## src/rtl/spi_tx_fifo.sv

```systemverilog
// spi_tx_fifo: first-word-fall-through FIFO for 9-bit SPI transmit words
// ({dc, data[7:0]}). It sits directly upstream of spi_master and absorbs
// bursts from a CPU or sequencer so they do not wait on serial shifting.
//
// Ports:
//   reset      async reset, active-high
//   clock      single clock for both sides
//   in         write word ({dc, data})
//   put        write strobe, one word per clock while high
//   full       no free entries
//   out        head word, forced to 0 while empty
//   get        pop strobe, one word per clock while high
//   empty      no stored entries
//   overflow   sticky: a put was dropped
//   underflow  sticky: a get was issued while empty
//   level        (SPI_TX_FIFO_LEVEL_EN only) current entry count
//   almost_full  (SPI_TX_FIFO_LEVEL_EN only) count >= DEPTH-AF_MARGIN
//
// Optional feature macro: SPI_TX_FIFO_LEVEL_EN
module spi_tx_fifo #(
  parameter int unsigned WIDTH     = 9,
  parameter int unsigned DEPTH     = 16,
  parameter int unsigned AF_MARGIN = 2
) (
  input  logic                     reset,
  input  logic                     clock,
  input  logic [WIDTH-1:0]         in,
  input  logic                     put,
  output logic                     full,
  output logic [WIDTH-1:0]         out,
  input  logic                     get,
  output logic                     empty,
  output logic                     overflow,
  output logic                     underflow
`ifdef SPI_TX_FIFO_LEVEL_EN
  ,
  output logic [$clog2(DEPTH):0]   level,
  output logic                     almost_full
`endif
);

  localparam int unsigned AW = $clog2(DEPTH);
  localparam int unsigned CW = AW + 1;

  // Reject unusable configurations at elaboration
  if (DEPTH < 2 || (DEPTH & (DEPTH - 1)) != 0 || AF_MARGIN > DEPTH) begin : g_bad_params
    $error("spi_tx_fifo: DEPTH must be a power of two >= 2 and AF_MARGIN <= DEPTH");
  end

  logic [WIDTH-1:0] r_mem [DEPTH];
  logic [AW-1:0]    r_rd_ptr;
  logic [AW-1:0]    r_wr_ptr;
  logic [CW-1:0]    r_count;
  logic             r_full;
  logic             r_empty;
  logic             r_overflow;
  logic             r_underflow;

  logic             w_do_get;
  logic             w_do_put;
  logic [CW-1:0]    w_count_nxt;

  // A pop while full frees a slot on the same edge, so the put is accepted too
  assign w_do_get = get & ~r_empty;
  assign w_do_put = put & (~r_full | w_do_get);

  // Next occupancy
  always_comb begin
    w_count_nxt = r_count;
    if (w_do_put && !w_do_get) begin
      w_count_nxt = r_count + CW'(1);
    end else if (!w_do_put && w_do_get) begin
      w_count_nxt = r_count - CW'(1);
    end
  end

  // Pointers, occupancy, flags
  always_ff @(posedge clock or posedge reset) begin
    if (reset) begin
      r_rd_ptr    <= '0;
      r_wr_ptr    <= '0;
      r_count     <= '0;
      r_full      <= 1'b0;
      r_empty     <= 1'b1;
      r_overflow  <= 1'b0;
      r_underflow <= 1'b0;
    end else begin
      if (w_do_put) r_wr_ptr <= r_wr_ptr + AW'(1);
      if (w_do_get) r_rd_ptr <= r_rd_ptr + AW'(1);
      r_count <= w_count_nxt;
      r_full  <= (w_count_nxt == CW'(DEPTH));
      r_empty <= (w_count_nxt == '0);
      if (put && !w_do_put) r_overflow  <= 1'b1;
      if (get && r_empty)   r_underflow <= 1'b1;
    end
  end

  // Storage; contents are not cleared by reset
  always_ff @(posedge clock) begin
    if (w_do_put) r_mem[r_wr_ptr] <= in;
  end

  assign full      = r_full;
  assign empty     = r_empty;
  assign overflow  = r_overflow;
  assign underflow = r_underflow;
  assign out       = r_empty ? '0 : r_mem[r_rd_ptr];

`ifdef SPI_TX_FIFO_LEVEL_EN
  logic r_almost_full;

  // Early-warning flag so the producer can throttle before full
  always_ff @(posedge clock or posedge reset) begin
    if (reset) begin
      r_almost_full <= 1'b0;
    end else begin
      r_almost_full <= (w_count_nxt >= CW'(DEPTH - AF_MARGIN));
    end
  end

  assign level       = r_count;
  assign almost_full = r_almost_full;
`endif

endmodule
```

## config.mk

```make
export PLATFORM = sky130hd
export DESIGN_NAME = spi_tx_fifo
export DESIGN_NICKNAME = d
export VERILOG_FILES = /design/src/rtl/spi_tx_fifo.sv
export SDC_FILE = /design/constraint.sdc
export NUM_CORES = 1
export LEC_CHECK = 0
export CORE_MARGIN = 5
export CORE_UTILIZATION = 44
export CTS_CLUSTER_SIZE = 40
export DETAILED_ROUTE_END_ITERATION = 10
export PLACE_DENSITY = 0.61
export SLEW_MARGIN = 10
export SYNTH_ARGS = -nofsm -noshare
export SYNTH_HDL_FRONTEND = slang
export SYNTH_SLANG_ARGS = --single-unit
```

## constraint.sdc

```tcl
create_clock -name clock -period 3.7 [get_ports clock]
set_input_delay 0.74 -clock clock [delete_from_list [all_inputs] [get_ports clock]]
set_output_delay 0.74 -clock clock [all_outputs]
set_load 0.01 [all_outputs]
```

==> results.toml <==
[logic_synthesis]
synth_cells = 318
ys_seq_area_share_pct = 73.60
synth.cell_area_um2 = 6455
synthTopCellsByArea = "edfxtp_1, mux4_2, dfrtp_1, mux2i_1, ha_1"
synth-warning-count = 0
synth_top_area_share_pct = 66.99
yosysTopAreaCell = "edfxtp_1"
synth_edf_count = 144
syn-num-nets = 338
syn_area_per_cell_um2 = 20.30
yosysUniqueCellTypes = 41
synth.most_common_cell = "edfxtp_1"
synth-seq-cells = 161
ys.flop_type = "edfxtp_1"
ys_top_cells_by_count = "edfxtp_1, mux4_2, mux2i_1"
synthArstFlopShare_pct = 10.56

[sta]
tightest_slew_ns = 0.7353
hold_violations = 0
drv_slew = 0
finalSetupViolCount = 0
rsz0062_at_grt = "no"
fmax_mhz = 290.6
finalCriticalPeriod_ns = 3.441
finalSetupTns_ns = 0
clock_skew_ns = 0.009698
relSlewSlack_pct = 50.98
period_share_pct = 93.00

[final_layout]
final_cells = 548
seq_area_um2 = 4752
syn_to_final_growth_pct = 15.16
multi_input_area_um2 = 1607
drive_gt1_share_pct = 21.43
fillers = 1154
nets = 372
num_antenna_cells = 0

[clock_tree]
cts_buffer_depth = 2
post-cts-setup-buffers = 0
hold_buffers = 0
cts_tree = "built"
insertion_delay_ns = 0.42
numCtsBuffers = 17
htree_levels = 4
root_buffer = "clkbuf_16"
clkTransAtPathRegs_ns = 0.06
cts.sinks = 161
cts_resized = 0

[critical_path]
cp-end-kind = "output pin"
max_stage_delay_ns = 0.57
critPathLaunchType = "register"
arrival_ns = 2.70
slowest_stage = "dfrtp_2"
required_ns = 2.96
crit_type = "reg2out"
r2r_slack_ns = 1.62
r2r_cells = 6
critPathMaxFanout = 28
path_cells = "buf_12, mux4_2, mux2i_1, o22ai_1, clkdlybuf4s50_1"

[power]
p_leak_nw = 2.501
p_total_mw = 5.768
p_per_area_nw_per_um2 = 776.0
vdd_drop_max_uv = 398.6

[run]
cap_viol_max_count = 0

[worst_hold_path]
min_path_type = "reg2reg"
min_delay_path_depth = 1

[grt]
grt_max_degree = 29
grt_pass1_vias = 3263
grt-ovfl-total = 0
grt_use_total_pct = 15.36
grt_pass1_wl_um = 19480
antenna_found_initial = 0

[die]
die_w_um = 131.1
dieArea_um2 = 17190
row_count = 44
initial_utilization_pct = 44.58
io_pins = 26
die_h_um = 131.1
core_area_um2 = 14480

[detailed_routing]
dr.pass1.iters = 4
vias = 3037
wl_per_cell_um = 22.67
drc = 0
via_per_inst = 5.542
drt-total-wl_um = 12420
antenna_left = 0
drtIter0Drc = 291

[placement]
dpl.hpwl_um = 7845
portBuffers = 25
gp_congestion = 0.7646
place_inst = 517

[status]
outcome = "completed"
==> layout by cell type, fill, tap and decap left out, types with 3 or more instances in the layout <==
cell	netlist	routed
and2_1	3	3
and3_1	7	7
and4_1	4	4
buf_4	0	6
clkbuf_1	6	4
clkbuf_16	0	17
clkdlybuf4s50_1	0	25
clkinv_1	0	4
clkinv_2	0	5
dfrtp_1	16	15
edfxtp_1	144	144
ha_1	7	7
inv_1	5	5
mux2i_1	18	18
mux4_2	36	36
nand2_1	8	8
nand3_1	3	3
nor2_1	3	3
nor3_1	3	3
o22ai_1	8	8
xnor2_1	9	9
==> final cells by class <==
cell class              count  share of cell area (%)
well taps                 184                   3.097
repair buffers             32                   4.242
inverters                   5                  0.2525
multi-input cells         135                   21.61
clock inverters            10                  0.9426
flip-flops and latches    161                   63.93
clock buffers              21                   5.925
==> through the flow <==
| stage | util, % | setup WS [ns] | instance area [µm²] | hold WS, ns |
|---|---|---|---|---|
| 6_report | 51.34 | 0.2589 | 7433 | 0.4600 |
| 5_1_grt | 51.34 | 0.08694 | 7433 | 0.4863 |
| 4_1_cts | 51.34 | 0.1902 | 7433 | 0.4663 |
| 3_5_place_dp | 47.81 | 0.6389 | 6923 | 0.4480 |
| 3_3_place_gp | 47.81 | 0.6466 | 6923 | 0.4451 |
| 2_1_floorplan | - | 1.170 | 6455 | 0.4452 |
==> final timing paths <==
kind                             startpoint     endpoint
max in group asynchronous             reset  r_rd_ptr[0]
worst min register to register    underflow    underflow
worst min-delay path              underflow    underflow
worst max-delay path            r_rd_ptr[0]       out[0]
min in group asynchronous             reset   r_count[4]
worst max register to register        empty  r_mem[6][1]
==> cell families (layout without fill, tap and decap cells) <==
family / after synthesis / after routing / share of synthesized area (%)
AO/OA/AOI/OAI: 18 / 18 / 1.997
XOR/XNOR: 10 / 10 / 1.357
adder cells (fa/ha/maj): 7 / 7 / 1.357
buffers and inverters: 22 / 68 / 1.512
flip-flops: 161 / 161 / 73.60
multiplexers: 56 / 56 / 15.76
AND/OR/NAND/NOR: 44 / 44 / 4.419
==> sequential cells by signal, summed over array words and instances, names as in the netlist <==
signal     cells
r_wr_ptr       4
empty          1
r_count        5
underflow      1
full           1
r_mem        144
r_rd_ptr       4
overflow       1
==> worst max-delay path: cells and delay by family, from the launching register on <==
family / cells / cell delay (ns)
buf+inv: 2 / 0.82
mux: 2 / 0.70
flops: 1 / 0.57
compound gates: 1 / 0.17
==> per-layer routing <==
layer	track usage, %	vias up	routed length (µm)
met4	5.716	0	169
li1	-	1361	-
met2	24.29	84	6249
met1	20.18	1576	5338
met3	4.664	16	663
met5	0	-	0
==> power by group <==
group | total [mW] | switching [mW] | internal, mW | leakage (nW)
sequential | 2.44 | 0.204 | 2.24 | 1.50
combinational | 1.79 | 0.855 | 0.931 | 0.746
clock | 1.54 | 0.635 | 0.904 | 0.254
total | 5.77 | 1.69 | 4.07 | 2.50
No activity file was read; power rests on OpenSTA's default activity.
==> RTL edit, RTL diff (same flow settings) <==
Build with the macro `SPI_TX_FIFO_LEVEL_EN` defined.
--- a/src/rtl/spi_tx_fifo.sv
+++ b/src/rtl/spi_tx_fifo.sv
@@ -18,4 +18,6 @@
 //
 // Optional feature macro: SPI_TX_FIFO_LEVEL_EN
+`define SPI_TX_FIFO_LEVEL_EN
+
 module spi_tx_fifo #(
   parameter int unsigned WIDTH     = 9,
Function (old outputs only; new: almost_full and level): kept (Yosys induction, for registers that start in step).
==> RTL edit against the unedited design <==
Setup slack better by 0.19 ns; total power is 8.7% higher; sequential cell count is 1 higher; cell area is 4.2% higher; routed wire length is 0.67% lower; area after synthesis is 0.39% higher; cell count is 4.9% higher; critical path type unchanged.
==> RTL edit: results <==
group,metric,value,unit
status,outcome,"completed",
cts,root_buffer,"clkbuf_16",
power,p_sw,0.00177,W
worst_setup_path,arrival,2.51,ns
logic_synthesis,ys_seq_area_share,73.7,%
power,p_seq_share,38.2,%
power,power.leakage,2.65,nW
cts,clk_latency,0.41,ns
logic_synthesis,synth-edff-count,144,
global_route,grt_max_degree,40,
cts,post_cts_buffers,0,
cells_and_area,drive_above_1_share,25.1,%
cts,clk_path_buf_depth,2,
logic_synthesis,syn_nets,343,
logic_synthesis,synth_ff_type,"edfxtp_1",
power,pg_clk,0.00191,W
drt,met2_length,6200,µm
global_route,grt_pass1_vias,3375,
placement,place_area,7100,µm²
sta,finalClockSkew,0.00650,ns
cells_and_area,layout.nets,398,
logic_synthesis,yosys_warnings,0,
global_route,grt_usage,15.1,%
logic_synthesis,async_flop_share,11.1,%
global_route,grt_use_met1,20.3,%
cts,cts_inserted_buffers,17,
cts,htreeDepth,4,
global_route,grt_first_pass_wirelength,19800,µm
cells_and_area,regMostFlops,"r_mem",
global_route,use_met3,4.66,%
drt,drt_first_pass_iters,4,
sta,worst_slew_pin_slew,0.688,ns
logic_synthesis,synth_area_leaders,"edfxtp_1 67%, mux4_2 13%, dfrtp_1 6.6%, mux2i_1 2.8%, ha_1 1.4%",
drt,routed.top_layer,"met4",
logic_synthesis,synth_cell_types,39,
drt,wl,12300,µm
cells_and_area,largest_reg_flops,144,
placement,globalplace.congestion,0.789,
drt,dr_total_vias,3138,
drt,wl_met3,541,µm
global_route,met2_usage,24.4,%
worst_hold_path,hold_path.class,"register to register",
placement,hpwl,7970,µm
power,peakVddDrop,518,µV
logic_synthesis,synth_common_cells,"144 x edfxtp_1, 36 x mux4_2, 18 x mux2i_1",
worst_setup_path,crit_fanout,39,
drt,drt-met1-wl,5480,µm
drt,drtIter0Drc,303,
cts,cts_resized,0,
cells_and_area,diodes,0,
placement,place_ws,0.737,ns
global_route,antenna_found_initial,0,
placement,port_buffers,31,
power,power_density,809,nW/µm²
cts,clkTransAtPathRegs,0.06,ns
[RTL edit: worst paths after layout]
path / from / to / slack [ns] / cells past startpoint
worst max-delay path: r_rd_ptr[0]$_DFFE_PP0P_ / out[7] / 0.45 / 5
max in group asynchronous: reset / r_rd_ptr[0]$_DFFE_PP0P_ / 2.49 / 2
worst min register to register: overflow$_DFFE_PP0P_ / overflow$_DFFE_PP0P_ / 0.47 / 1
min in group asynchronous: reset / r_wr_ptr[2]$_DFFE_PP0P_ / 0.73 / 2
worst min-delay path: overflow$_DFFE_PP0P_ / overflow$_DFFE_PP0P_ / 0.47 / 1
worst max register to register: empty$_DFF_PP1_ / r_mem[3][5]$_DFFE_PP_ / 1.54 / 5
[RTL edit: cell families (layout without fill, tap and decap cells)]
family	Yosys count	count (layout)	share of synthesized area, %
AO/OA/AOI/OAI	19	19	2.14
flip-flops	162	162	73.7
XOR/XNOR	10	10	1.58
AND/OR/NAND/NOR	50	50	4.27
buffers and inverters	21	89	1.66
adder cells (fa/ha/maj)	7	7	1.35
multiplexers	54	54	15.3
[RTL edit: final cells by class]
type,count,area [µm²]
clock buffer,20,437
clock inverter,12,211
sequential,162,4780
multi-input combinational,140,1600
inverter,6,22.5
tap,184,230
fill,1151,6730
timing repair buffer,51,473
[RTL edit: metrics by stage]
step | utilization [%] | std cells
finish | 53.5 | 575
global route | 53.5 | 575
CTS | 53.5 | 575
detailed placement | 49.0 | 543
global placement | 49.0 | 543
floorplan | - | 323
[RTL edit: critical path, cell delays in order (launching register included)]
cell and delay, ns:
dfrtp_2 0.37, buf_12 0.30, mux4_2 0.56, mux2i_1 0.23
o22ai_1 0.13, clkdlybuf4s50_1 0.51
